$ cat config.mk
export PLATFORM = sky130hd
export DESIGN_NAME = arb_req_agent_8
export DESIGN_NICKNAME = d
export VERILOG_FILES = /design/src/rtl/arb_pkg.sv /design/src/rtl/arb_req_chan.sv /design/src/rtl/arb_req_agent_8.sv
export SDC_FILE = /design/constraint.sdc
export NUM_CORES = 1
export LEC_CHECK = 0
export BUFFER_PORTS_ARGS = -buffer_cell sky130_fd_sc_hd__buf_4
export CORE_UTILIZATION = 40
export CTS_CLUSTER_SIZE = 25
export DETAILED_ROUTE_END_ITERATION = 8
export PLACE_DENSITY = 0.68
export SETUP_SLACK_MARGIN = 0.5
export SLEW_MARGIN = 30
export SYNTH_ARGS = -nofsm -noshare
export SYNTH_HDL_FRONTEND = slang
export SYNTH_SLANG_ARGS = --single-unit
$ cat constraint.sdc
create_clock -name clk -period 5.86 [get_ports clk]
set_clock_uncertainty 0.1 [all_clocks]
set_input_delay 1.172 -clock clk [delete_from_list [all_inputs] [get_ports clk]]
set_output_delay 1.172 -clock clk [all_outputs]
set_load 0.02 [all_outputs]
$ cat src/rtl/arb_pkg.sv
// Shared constants and the per-channel state type for the 8-input requester agent.
package arb_pkg;

    localparam int N_REQ        = 8;
    localparam int LEN_W_DEF    = 4;
    localparam int WAIT_W_DEF   = 8;
    localparam int WAIT_MAX_DEF = 200;

    typedef enum logic [1:0] {
        IDLE  = 2'd0,
        REQ   = 2'd1,
        BURST = 2'd2,
        GAP   = 2'd3
    } arb_chan_state_e;

endpackage

$ cat src/rtl/arb_req_chan.sv
// One requester channel: job accept, burst beat counting, starvation watchdog, sticky starve flag.
module arb_req_chan
    import arb_pkg::*;
#(
    parameter int LEN_W    = LEN_W_DEF,
    parameter int WAIT_W   = WAIT_W_DEF,
    parameter int WAIT_MAX = WAIT_MAX_DEF
) (
    input  logic            clk,
    input  logic            rst,
    input  logic            job_valid_i,
    input  logic [LEN_W-1:0] job_len_i,
    input  logic            grant_i,
    input  logic            starve_clr_i,
    output logic            job_ready_o,
    output logic            req_o,
    output logic            done_o,
    output logic            starve_o,
    output arb_chan_state_e state_o
);

    localparam int BEAT_W = LEN_W + 1;
    localparam logic [WAIT_W-1:0] WAIT_LIM = WAIT_W'(WAIT_MAX);

    arb_chan_state_e   state_q, state_d;
    logic [LEN_W-1:0]  len_q, len_d;
    logic [BEAT_W-1:0] beat_q, beat_d;
    logic [WAIT_W-1:0] wait_q, wait_d;
    logic              done_q, done_d;
    logic              starve_q, starve_d;
    logic              starve_set;

    always_ff @(posedge clk or posedge rst) begin
        if (rst) begin
            state_q  <= IDLE;
            len_q    <= '0;
            beat_q   <= '0;
            wait_q   <= '0;
            done_q   <= 1'b0;
            starve_q <= 1'b0;
        end else begin
            state_q  <= state_d;
            len_q    <= len_d;
            beat_q   <= beat_d;
            wait_q   <= wait_d;
            done_q   <= done_d;
            starve_q <= starve_d;
        end
    end

    always_comb begin
        state_d    = state_q;
        len_d      = len_q;
        beat_d     = beat_q;
        wait_d     = wait_q;
        done_d     = 1'b0;
        starve_set = 1'b0;
        case (state_q)
            IDLE: begin
                if (job_valid_i) begin
                    len_d   = job_len_i;
                    beat_d  = '0;
                    wait_d  = '0;
                    state_d = REQ;
                end
            end
            REQ: begin
                if (grant_i) begin
                    beat_d = BEAT_W'(1);
                    wait_d = '0;
                    if (len_q == '0) begin
                        done_d  = 1'b1;
                        state_d = GAP;
                    end else begin
                        state_d = BURST;
                    end
                end else if (wait_q != WAIT_LIM) begin
                    // Starve is an event on reaching the limit, so a later clear sticks.
                    wait_d     = wait_q + WAIT_W'(1);
                    starve_set = (wait_q == WAIT_LIM - WAIT_W'(1));
                end
            end
            BURST: begin
                if (grant_i) begin
                    beat_d = beat_q + BEAT_W'(1);
                    if (beat_q == BEAT_W'(len_q)) begin
                        done_d  = 1'b1;
                        state_d = GAP;
                    end
                end
            end
            GAP: state_d = IDLE;
            default: state_d = IDLE;
        endcase
        starve_d = starve_set ? 1'b1 : (starve_clr_i ? 1'b0 : starve_q);
    end

    assign req_o       = (state_q == REQ) || (state_q == BURST);
    assign job_ready_o = (state_q == IDLE);
    assign done_o      = done_q;
    assign starve_o    = starve_q;
    assign state_o     = state_q;

endmodule

$ cat src/rtl/arb_req_agent_8.sv
// Requester-side agent: eight channel FSMs driving the arbiter req vector, plus grant protocol checks.
module arb_req_agent_8
    import arb_pkg::*;
#(
    parameter int LEN_W    = LEN_W_DEF,
    parameter int WAIT_W   = WAIT_W_DEF,
    parameter int WAIT_MAX = WAIT_MAX_DEF
) (
    input  logic                   clk,
    input  logic                   rst,
    input  logic [N_REQ-1:0]       job_valid,
    output logic [N_REQ-1:0]       job_ready,
    input  logic [N_REQ*LEN_W-1:0] job_len,
    output logic [N_REQ-1:0]       req,
    input  logic [N_REQ-1:0]       grant,
    output logic [N_REQ-1:0]       done,
    output logic [N_REQ-1:0]       starve,
    input  logic [N_REQ-1:0]       starve_clr,
    output logic                   err_spurious,
    output logic                   err_multi,
    output logic [2*N_REQ-1:0]     dbg_state
);

    arb_chan_state_e chan_state [N_REQ];
    logic            err_spurious_q;
    logic            err_multi_q;

    for (genvar gi = 0; gi < N_REQ; gi++) begin : g_chan
        arb_req_chan #(
            .LEN_W    (LEN_W),
            .WAIT_W   (WAIT_W),
            .WAIT_MAX (WAIT_MAX)
        ) u_chan (
            .clk          (clk),
            .rst          (rst),
            .job_valid_i  (job_valid[gi]),
            .job_len_i    (job_len[gi*LEN_W +: LEN_W]),
            .grant_i      (grant[gi]),
            .starve_clr_i (starve_clr[gi]),
            .job_ready_o  (job_ready[gi]),
            .req_o        (req[gi]),
            .done_o       (done[gi]),
            .starve_o     (starve[gi]),
            .state_o      (chan_state[gi])
        );
        assign dbg_state[2*gi +: 2] = chan_state[gi];
    end

    // Clearing the lowest set bit leaves something behind only if two or more bits were set.
    always_ff @(posedge clk or posedge rst) begin
        if (rst) begin
            err_spurious_q <= 1'b0;
            err_multi_q    <= 1'b0;
        end else begin
            err_spurious_q <= |(grant & ~req);
            err_multi_q    <= |(grant & (grant - N_REQ'(1)));
        end
    end

    assign err_spurious = err_spurious_q;
    assign err_multi    = err_multi_q;

endmodule

After elaboration in Yosys (flattened, before gate mapping)

Index checks and enable logic that the tools add are counted.

Register bits: 170
Input bits: 58
Output and inout port bits: 50

Add/subtract/negate cells: 17
Equality and inequality tests: 88
Multiplexer cells: 192
Bitwise gates (word level): 3
Reductions and logical operators: 82

Operators with widths:

| cell                                          | number |
|---|---|
| 2-to-1 mux 8 bit                              | 24 |
| case mux 8 bit (2 select lines)               | 8 |
| 2-to-1 mux 5 bit                              | 24 |
| case mux 5 bit (3 select lines)               | 8 |
| 2-to-1 mux 1 bit                              | 80 |
| adder 8 x 1 -> 8 bit, second input constant   | 8 |
| == test 8 bit, second input constant          | 8 |
| 2-to-1 mux 2 bit                              | 32 |
| != test 8 bit, second input constant          | 8 |
| case mux 2 bit (4 select lines)               | 8 |
| AND reduction 4 bit                           | 16 |
| != test 2 bit, second input constant          | 24 |
| adder 5 x 1 -> 5 bit, second input constant   | 8 |
| == test 5 x 4 -> 1 bit                        | 8 |
| == test 2 bit, second input constant          | 16 |
| logical NOT 4 bit                             | 8 |
| nonzero test 2 bit                            | 16 |
| != test 3 x 2 -> 1 bit, second input constant | 8 |
| AND reduction 3 bit                           | 8 |
| nonzero test 3 bit                            | 8 |
| bitwise AND 8 bit                             | 2 |
| == test 2 x 1 -> 1 bit, second input constant | 8 |
| logical NOT 2 bit                             | 8 |
| != test 2 x 1 -> 1 bit, second input constant | 8 |
| 6 further kinds                               | 28 |

Logic depth before layout (Yosys ltp)

Gate-level depths: netlist of run 1.

Word-level depth: 5
Mapped depth: 8
Gate-level depth less buffers: 6

Cells and area by module

Synthesis of run 1 repeated with hierarchy kept, for this count alone.

Cells, all modules: 1057
Area total of the unflattened synthesis: 9969.6 µm²

Modules (own cells, without submodules):

| module                              | instances | cells each | area each (µm²) |
|---|---|---|---|
| arb_req_chan (g_chan[0].u_chan ...) | 6         | 129        | 1224.9 |
| arb_req_chan (g_chan[6].u_chan ...) | 2         | 129        | 1219.9 |
| arb_req_agent_8                     | 1         | 25         | 180.2 |

Worst setup path after synthesis of run 1

OpenSTA, ideal clock, no wires.

Path type: input-to-reg
Start: in grant[6]
End: reg g_chan[6].u_chan.beat_q[4]
Library setup time: 0.066 ns
Data arrival time: 2.338 ns
Data required time: 5.694 ns
Setup slack: 3.356 ns
Cell stages on the path: 5
Cells stage by stage: o21ba_1 or3_1 clkbuf_2 or4_1 nand2_1

Longest elaborated chain between the ends: 2

RTL lines:

| item                                     | line                  | text |
|---|---|---|
| start, declared                          | arb_req_agent_8.sv:15 | `input logic [N_REQ-1:0] grant,` |
| != test 2 bit (no source line)           | n/a                   |  |
| AND reduction 4 bit (no source line) (*) | n/a                   |  |
| end signal, assigned                     | arb_req_chan.sv:44    | `beat_q <= beat_d;` |
| end, declared                            | arb_req_chan.sv:27    | `logic [BEAT_W-1:0] beat_q, beat_d;` |

Mark *: on every way between the ends. The rest lies on a longest branch, timed or not.
A chain may end at the register's enable or synchronous reset.

Final worst setup path of run 1

Start: reg g_chan[7].u_chan.state_q[0]
End: out req[7]

Longest elaborated chain between the ends: 2

RTL lines:

| item                                                           | line                  | text |
|---|---|---|
| start, declared                                                | arb_req_chan.sv:25    | `arb_chan_state_e state_q, state_d;` |
| start signal, assigned                                         | arb_req_chan.sv:42    | `state_q <= state_d;` |
| == test 2 x 1 -> 1 bit / == test 2 bit (equally long branches) | arb_req_chan.sv:98    | `assign req_o = (state_q == REQ) \|\| (state_q == BURST);` |
| logical OR 1 bit (*)                                           | arb_req_chan.sv:98    |  |
| end, declared                                                  | arb_req_agent_8.sv:14 | `output logic [N_REQ-1:0] req,` |

Marked as above.

==> impl_metrics.toml, run 1 <==
[outcome]
status = "finished clean"

[setup_path]
required_ps = 4590
worstPathCellList = "inv_1 > ha_1 > buf_4"
critPathLaunchType = "flop"
crit_buf_inv = 2
critPathArrivalTime_ps = 1700
critPathMaxFanout = 8
cp_slowest_cell = "ha_1"
endpoint_kind = "primary output"
crit-reg2reg-launch = "g_chan[7].u_chan.state_o[0]"
critPathTopFamily = "adder cells"
critPathKind = "flop to primary output"
r2r_slack_ps = 3520
reg2reg_to = "g_chan[7].u_chan.beat_q[2]"
ff2ff_path_depth = 6
cpPeakStageDelay_ps = 500

[synth]
synth_edf_count = 0
ys_seq_elements = 170
synth-adder-area-share = 0.0687
synth_top_family_by_area = "simple AND/OR/NAND/NOR gates"
synth_xor_xnor_area_share = 0.0344
yosysUniqueCellTypes = 56
yosysSeqAreaShare = 0.417
synth_fp_nets = 1218
syn_avg_cell_area_um2 = 9.24
synthMuxAreaShare = 0.0675
synth_compound_area_frac = 0.152
netlist_area_um2 = 10200
synthCells = 1104
yosys.area_share.simple = 0.199
ys_async_sr_fraction = 1.00
synth_top_area_share = 0.417
ys_top_cells_by_area = "dfrtp_1 42%, ha_1 6.9%, o21ai_0 5.6%"
yosysWarningCount = 0
yosysTopAreaCell = "dfrtp_1"
synth_ff_type = "dfrtp_1"

[final_layout]
fillers = 2406
mostFrequentLayoutCells = "170 x dfrtp_1, 114 x o21ai_0, 111 x nand2_1, 107 x buf_4, 89 x nor2_1"
syn2layout_area_growth_pct = 15.7
antenna_cells = 0
layout-drive-gt1-share = 0.165
stdcell_area_um2 = 11800
nets = 1291
final_common_cell = "dfrtp_1"

[global_routing]
grt_first_pass_wirelength_um = 36300
antenna_found_initial = 0
grt_pass1_vias = 7826
grt_overflow = 0
grt_max_degree = 171
grt_usage = 0.168

[timing]
fmax_ghz = 0.337
grt_setup_unrepaired = "false"
fin_tns_setup_ps = 0
setup_viol = 0
slew_violations = 0
slew_headroom = 0.559
period_share = 0.506
finalHoldViolCount = 0
period_needed_ps = 2970
worst_slew_pin_slew_ps = 643

[routing]
remaining_drc_errors = 0
antenna_left = 0
first_pass_iters = 5
drtIter0Drc = 433
wire_per_inst_um = 13.9
vias = 8077
routed_wl_um = 21100
routed_via_density = 5.32

[clock_tree]
post_cts_buffers = 0
cts_tree = "yes"
clockBufferDepth = 2
cts_root_buf = "clkbuf_16"
hold_buffers = 0
cts_resized = 0
path_clk_slew_ps = 70
clkLatencyLatePin_ps = 420
clock_sinks = 170
cts_inserted_buffers = 17
cts_htree_levels = 4

[die]
die_x_um = 162
die_area_um2 = 26100
initial_utilization = 0.406
num_rows = 58
ios = 108
die_h_um = 162
core-area_um2 = 25100

[place]
dp_hpwl_um = 15000
post_dp_cell_area_um2 = 11100
io_buffers = 107
routabilityCongestion = 0.820

[pwr]
p_per_area_nw_per_um2 = 472
leakage_nw = 5.34
peakVddDrop_uv = 292

[worst_hold_path]
hold_path.class = "flop to flop"
hold_depth = 1
hold_end = "g_chan[6].u_chan.wait_q[7]"
min_from = "g_chan[6].u_chan.wait_q[7]"

[flow_run]
drv_cap = 0
[synthesized netlist by cell type, drive strengths merged, types with 3 or more instances]
| cell type | n |
|---|---|
| nand4 | 5 |
| and3 | 11 |
| nand2b | 21 |
| and2 | 4 |
| a21oi | 20 |
| a41oi | 3 |
| a2bb2oi | 6 |
| xnor2 | 7 |
| nand3b | 4 |
| inv | 66 |
| o211ai | 6 |
| nand3 | 49 |
| xor2 | 33 |
| nor4 | 9 |
| buf | 43 |
| nor2 | 89 |
| ha | 56 |
| or2 | 7 |
| nor3 | 35 |
| clkbuf | 12 |
| a32o | 3 |
| nor2b | 24 |
| mux2i | 17 |
| o21ba | 8 |
| o22ai | 4 |
| o21ai | 115 |
| or3 | 16 |
| a31oi | 25 |
| nand4bb | 5 |
| dfrtp | 170 |
| o31ai | 28 |
| o41ai | 11 |
| nand2 | 111 |
| or4 | 15 |
| mux2 | 46 |
[where the power goes]
part / switching [W] / leakage (nW) / total (W) / internal, W
Sequential: 0.000257 / 2.25 / 0.00168 / 0.00142
Clock: 0.000469 / 0.344 / 0.00136 / 0.000896
Combinational: 0.00148 / 2.75 / 0.00253 / 0.00105
Total: 0.00221 / 5.34 / 0.00557 / 0.00336
[kinds of logic (layout without fill, tap and decap cells)]
family | count (synthesis) | count (layout)
XOR/XNOR | 40 | 40
adder cells (fa/ha/maj) | 56 | 56
flip-flops | 170 | 170
AO/OA/AOI/OAI | 243 | 243
buffers and inverters | 121 | 205
multiplexers | 63 | 63
AND/OR/NAND/NOR | 411 | 411
[registers in the layout (all words and copies together), names as in the netlist]
signal                  flops
g_chan.u_chan.done_o        8
g_chan.u_chan.wait_q       64
g_chan.u_chan.beat_q       40
err_spurious                1
g_chan.u_chan.starve_o      8
g_chan.u_chan.len_q        32
g_chan.u_chan.state_o      16
err_multi                   1
[per-layer routing]
metal  vias to the layer above  global-route usage  share of wire
met5                         -                   0              0
met4                         0              0.0386         0.0084
met3                        15              0.0342          0.033
met2                       123               0.288           0.48
met1                      3898               0.217           0.48
li1                       4041                   -              -
[worst reg2reg max path, delay by kind of cell (launching register included)]
family | cells | cell delay (ps)
AND/OR/NAND/NOR | 3 | 1060
adder cells (fa/ha/maj) | 1 | 330
flip-flops | 1 | 450
buffers and inverters | 1 | 90
AO/OA/AOI/OAI | 1 | 250
[how the worst max path moves through the flow]
stage	cells past startpoint	end	from	slack, ps
floorplan	1	err_multi	rst	2420
global placement	5	g_chan[1].u_chan.wait_q[0]	grant[1]	3030
detailed placement	5	g_chan[1].u_chan.wait_q[6]	grant[1]	2990
CTS	3	req[4]	g_chan[4].u_chan.state_o[1]	2870
global route	3	req[7]	g_chan[7].u_chan.state_o[1]	2790
finish	3	req[7]	g_chan[7].u_chan.state_o[0]	2890
[layout make-up]
| class | count | area [um2] | area share |
|---|---|---|---|
| well taps | 330 | 413 | 0.0350 |
| clock inverters | 11 | 267 | 0.0226 |
| multi-input cells | 813 | 5320 | 0.451 |
| clock buffers | 19 | 443 | 0.0375 |
| inverters | 66 | 251 | 0.0213 |
| repair buffers | 109 | 851 | 0.0721 |
| flip-flops and latches | 170 | 4250 | 0.361 |
[metrics by stage]
| step | utilization | power [W] | cells | hold WS [ps] | setup WS, ps |
|---|---|---|---|---|---|
| 2_1_floorplan | - | 0.00366 | 1104 | 338 | 2420 |
| 3_3_place_gp | 0.441 | 0.00417 | 1487 | 365 | 3030 |
| 6_report | 0.470 | 0.00557 | 1518 | 380 | 2890 |
| 5_1_grt | 0.470 | 0.00598 | 1518 | 397 | 2790 |
| 4_1_cts | 0.469 | 0.00562 | 1517 | 380 | 2870 |
| 3_5_place_dp | 0.441 | 0.00422 | 1487 | 370 | 2990 |
No activity file was read; power rests on OpenSTA's default activity.
==> run 2: changes to the inputs <==
clock period = 2.7 ns   (was 5.86 ns; I/O delays follow)
==> run 2 against run 1 <==
Die area did not move. Utilization up 1.0 points. Via count grew 0.27%. Register-to-register slack lost 3000 ps. Combinational power rose by 140%. Power grew 120%. Largest cell class unchanged. Sequential share of layout area is 0.71 points lower. Sequential cell count unchanged. Global-route usage up 0.11 points. Sequential power grew 120%. Critical path depth grew 3. Clock power rose by 83%.
==> impl_metrics.toml, run 2 (same netlist as run 1, synthesis figures left out) <==
[setup_path]
critPathArrivalTime_ps = 2420
critPathKind = "flop to flop"
endpoint_kind = "flop"
cpPeakStageDelay_ps = 480
critPathLaunchType = "flop"
crit_buf_inv = 1
critPathTopFamily = "simple AND/OR/NAND/NOR gates"
required_ps = 2960
critPathMaxFanout = 10
cp_slowest_cell = "or4_1"
worstPathCellList = "inv_1 > ha_1 > o21ba_2 > or3_4 > or4_1 > nand2_1"

[routing]
antenna_left = 0
routed_wl_um = 21500
remaining_drc_errors = 0
drtIter0Drc = 420
vias = 8099
routed_via_density = 5.28
first_pass_iters = 7
wire_per_inst_um = 14.0

[place]
dp_hpwl_um = 15600
dp.cells = 1493
io_buffers = 107
routabilityCongestion = 0.882
pre_cts_ws_ps = 389

[global_routing]
grt_first_pass_wirelength_um = 36500
grt.met3_usage = 0.0281
grt_pass1_vias = 7786
grt_use_met1 = 0.225
antenna_found_initial = 0
grt_overflow = 0
grt_usage = 0.169
grtUsageMet2 = 0.282
grt_max_degree = 54
grt_most_used_layer = "met2"

[final_layout]
fillers = 2354
top_regs = "g_chan.u_chan.wait_q (64), g_chan.u_chan.beat_q (40), g_chan.u_chan.len_q (32)"
largest_register_ffs = 64
nets = 1306
syn2layout_area_growth_pct = 18.2
instances_no_fill = 1535
antenna_cells = 0
largest-register = "g_chan.u_chan.wait_q"
mostFrequentLayoutCells = "165 x dfrtp_1, 120 x buf_4, 114 x o21ai_0, 111 x nand2_1, 89 x nor2_1"
layout-drive-gt1-share = 0.209
final_common_cell = "dfrtp_1"

[pwr]
leakage_nw = 5.36
p_per_area_nw_per_um2 = 1020
peakVddDrop_uv = 753

[flow_run]
drv_cap = 0

[timing]
setup_viol = 0
period_needed_ps = 2160
worst_slew_pin_slew_ps = 580
fmax_ghz = 0.462
grt_setup_unrepaired = "true"
worst_slack_ps = 535
slew_violations = 0
finalHoldViolCount = 0
slew_headroom = 0.603
period_share = 0.802

[die]
initial_utilization = 0.406
num_rows = 58
core-area_um2 = 25100
die_area_um2 = 26100
die_h_um = 162
die_x_um = 162
ios = 108

[outcome]
status = "finished clean"

[worst_hold_path]
hold_path.class = "primary input to asynchronous set/reset pin"

[clock_tree]
cts_tree = "yes"
cts_htree_levels = 4
cts_root_buf = "clkbuf_16"
clkLatencyLatePin_ps = 420
clock_sinks = 170
path_clk_slew_ps = 70
cts_inserted_buffers = 17
clockBufferDepth = 2
run 2: changes by cell type in the layout (fill, tap and decap cells not counted), sizes merged:
cell	before	now
bufinv	8	2
buf	109	124
clkbuf	19	24
clkinvlp	1	3
clkinv	2	3
run 2: repair_timing:
action	in CTS	in global routing
setup endpoints to repair	20	38
buffers inserted	6	4
pin swaps	0	2
hold buffers	0	0
resized for setup	19	33
run 2: stage by stage:
stage	instance area (um2)	hold WS [ps]	power, W	setup TNS (ps)	utilization
6_report	12100	45.9	0.0123	0	0.480
5_1_grt	12100	47.4	0.0132	0	0.480
4_1_cts	11900	35.4	0.0120	0	0.473
3_5_place_dp	11100	364	0.00921	0	0.444
3_3_place_gp	11100	371	0.00911	0	0.444
2_1_floorplan	10200	338	0.00794	-18480	-
run 2: final cells by class:
class | count | area [um2] | area share
sequential | 170 | 4260 | 0.353
timing repair buffer | 124 | 981 | 0.0814
multi-input combinational | 813 | 5550 | 0.460
tap | 330 | 413 | 0.0343
clock buffer | 24 | 492 | 0.0408
inverter | 66 | 251 | 0.0209
clock inverter | 8 | 110 | 0.00913
run 2: metal layers:
metal,share of wire,routed length (um),vias to the layer above
li1,-,-,4059
met1,0.48,10300,3884
met2,0.48,10400,139
met3,0.030,647,17
met4,0.011,244,0
met5,0,0,-
run 2: power by group:
part	internal [W]	leakage [nW]	total (W)	switching [W]
Combinational	0.00278	2.83	0.00615	0.00337
Sequential	0.00309	2.24	0.00363	0.000543
Clock	0.00147	0.287	0.00249	0.00102
Total	0.00734	5.36	0.0123	0.00493
run 2: final timing paths:
path                                                   from                     endpoint  slack [ps]  depth (start not counted)
worst max-delay path            g_chan[4].u_chan.state_o[1]   g_chan[4].u_chan.beat_q[3]         540                          6
worst min-delay path                                    rst  g_chan[5].u_chan.state_o[0]          50                          2
worst max register to register  g_chan[4].u_chan.state_o[1]   g_chan[4].u_chan.beat_q[3]         540                          6
worst min register to register   g_chan[6].u_chan.wait_q[7]   g_chan[6].u_chan.wait_q[7]         370                          1
max in group asynchronous                               rst   g_chan[3].u_chan.beat_q[4]        1820                          3
min in group clk                              starve_clr[7]    g_chan[7].u_chan.starve_o         210                          2
run 2: worst reg2reg max path, delay by kind of cell, from the launching register on:
kind                       cells  cell delay, ps
adders and majority gates      1             290
AOI/OAI and AO/OA              1             250
DFF                            1             430
buffers and inverters          1             110
and+or+nand+nor                3             940
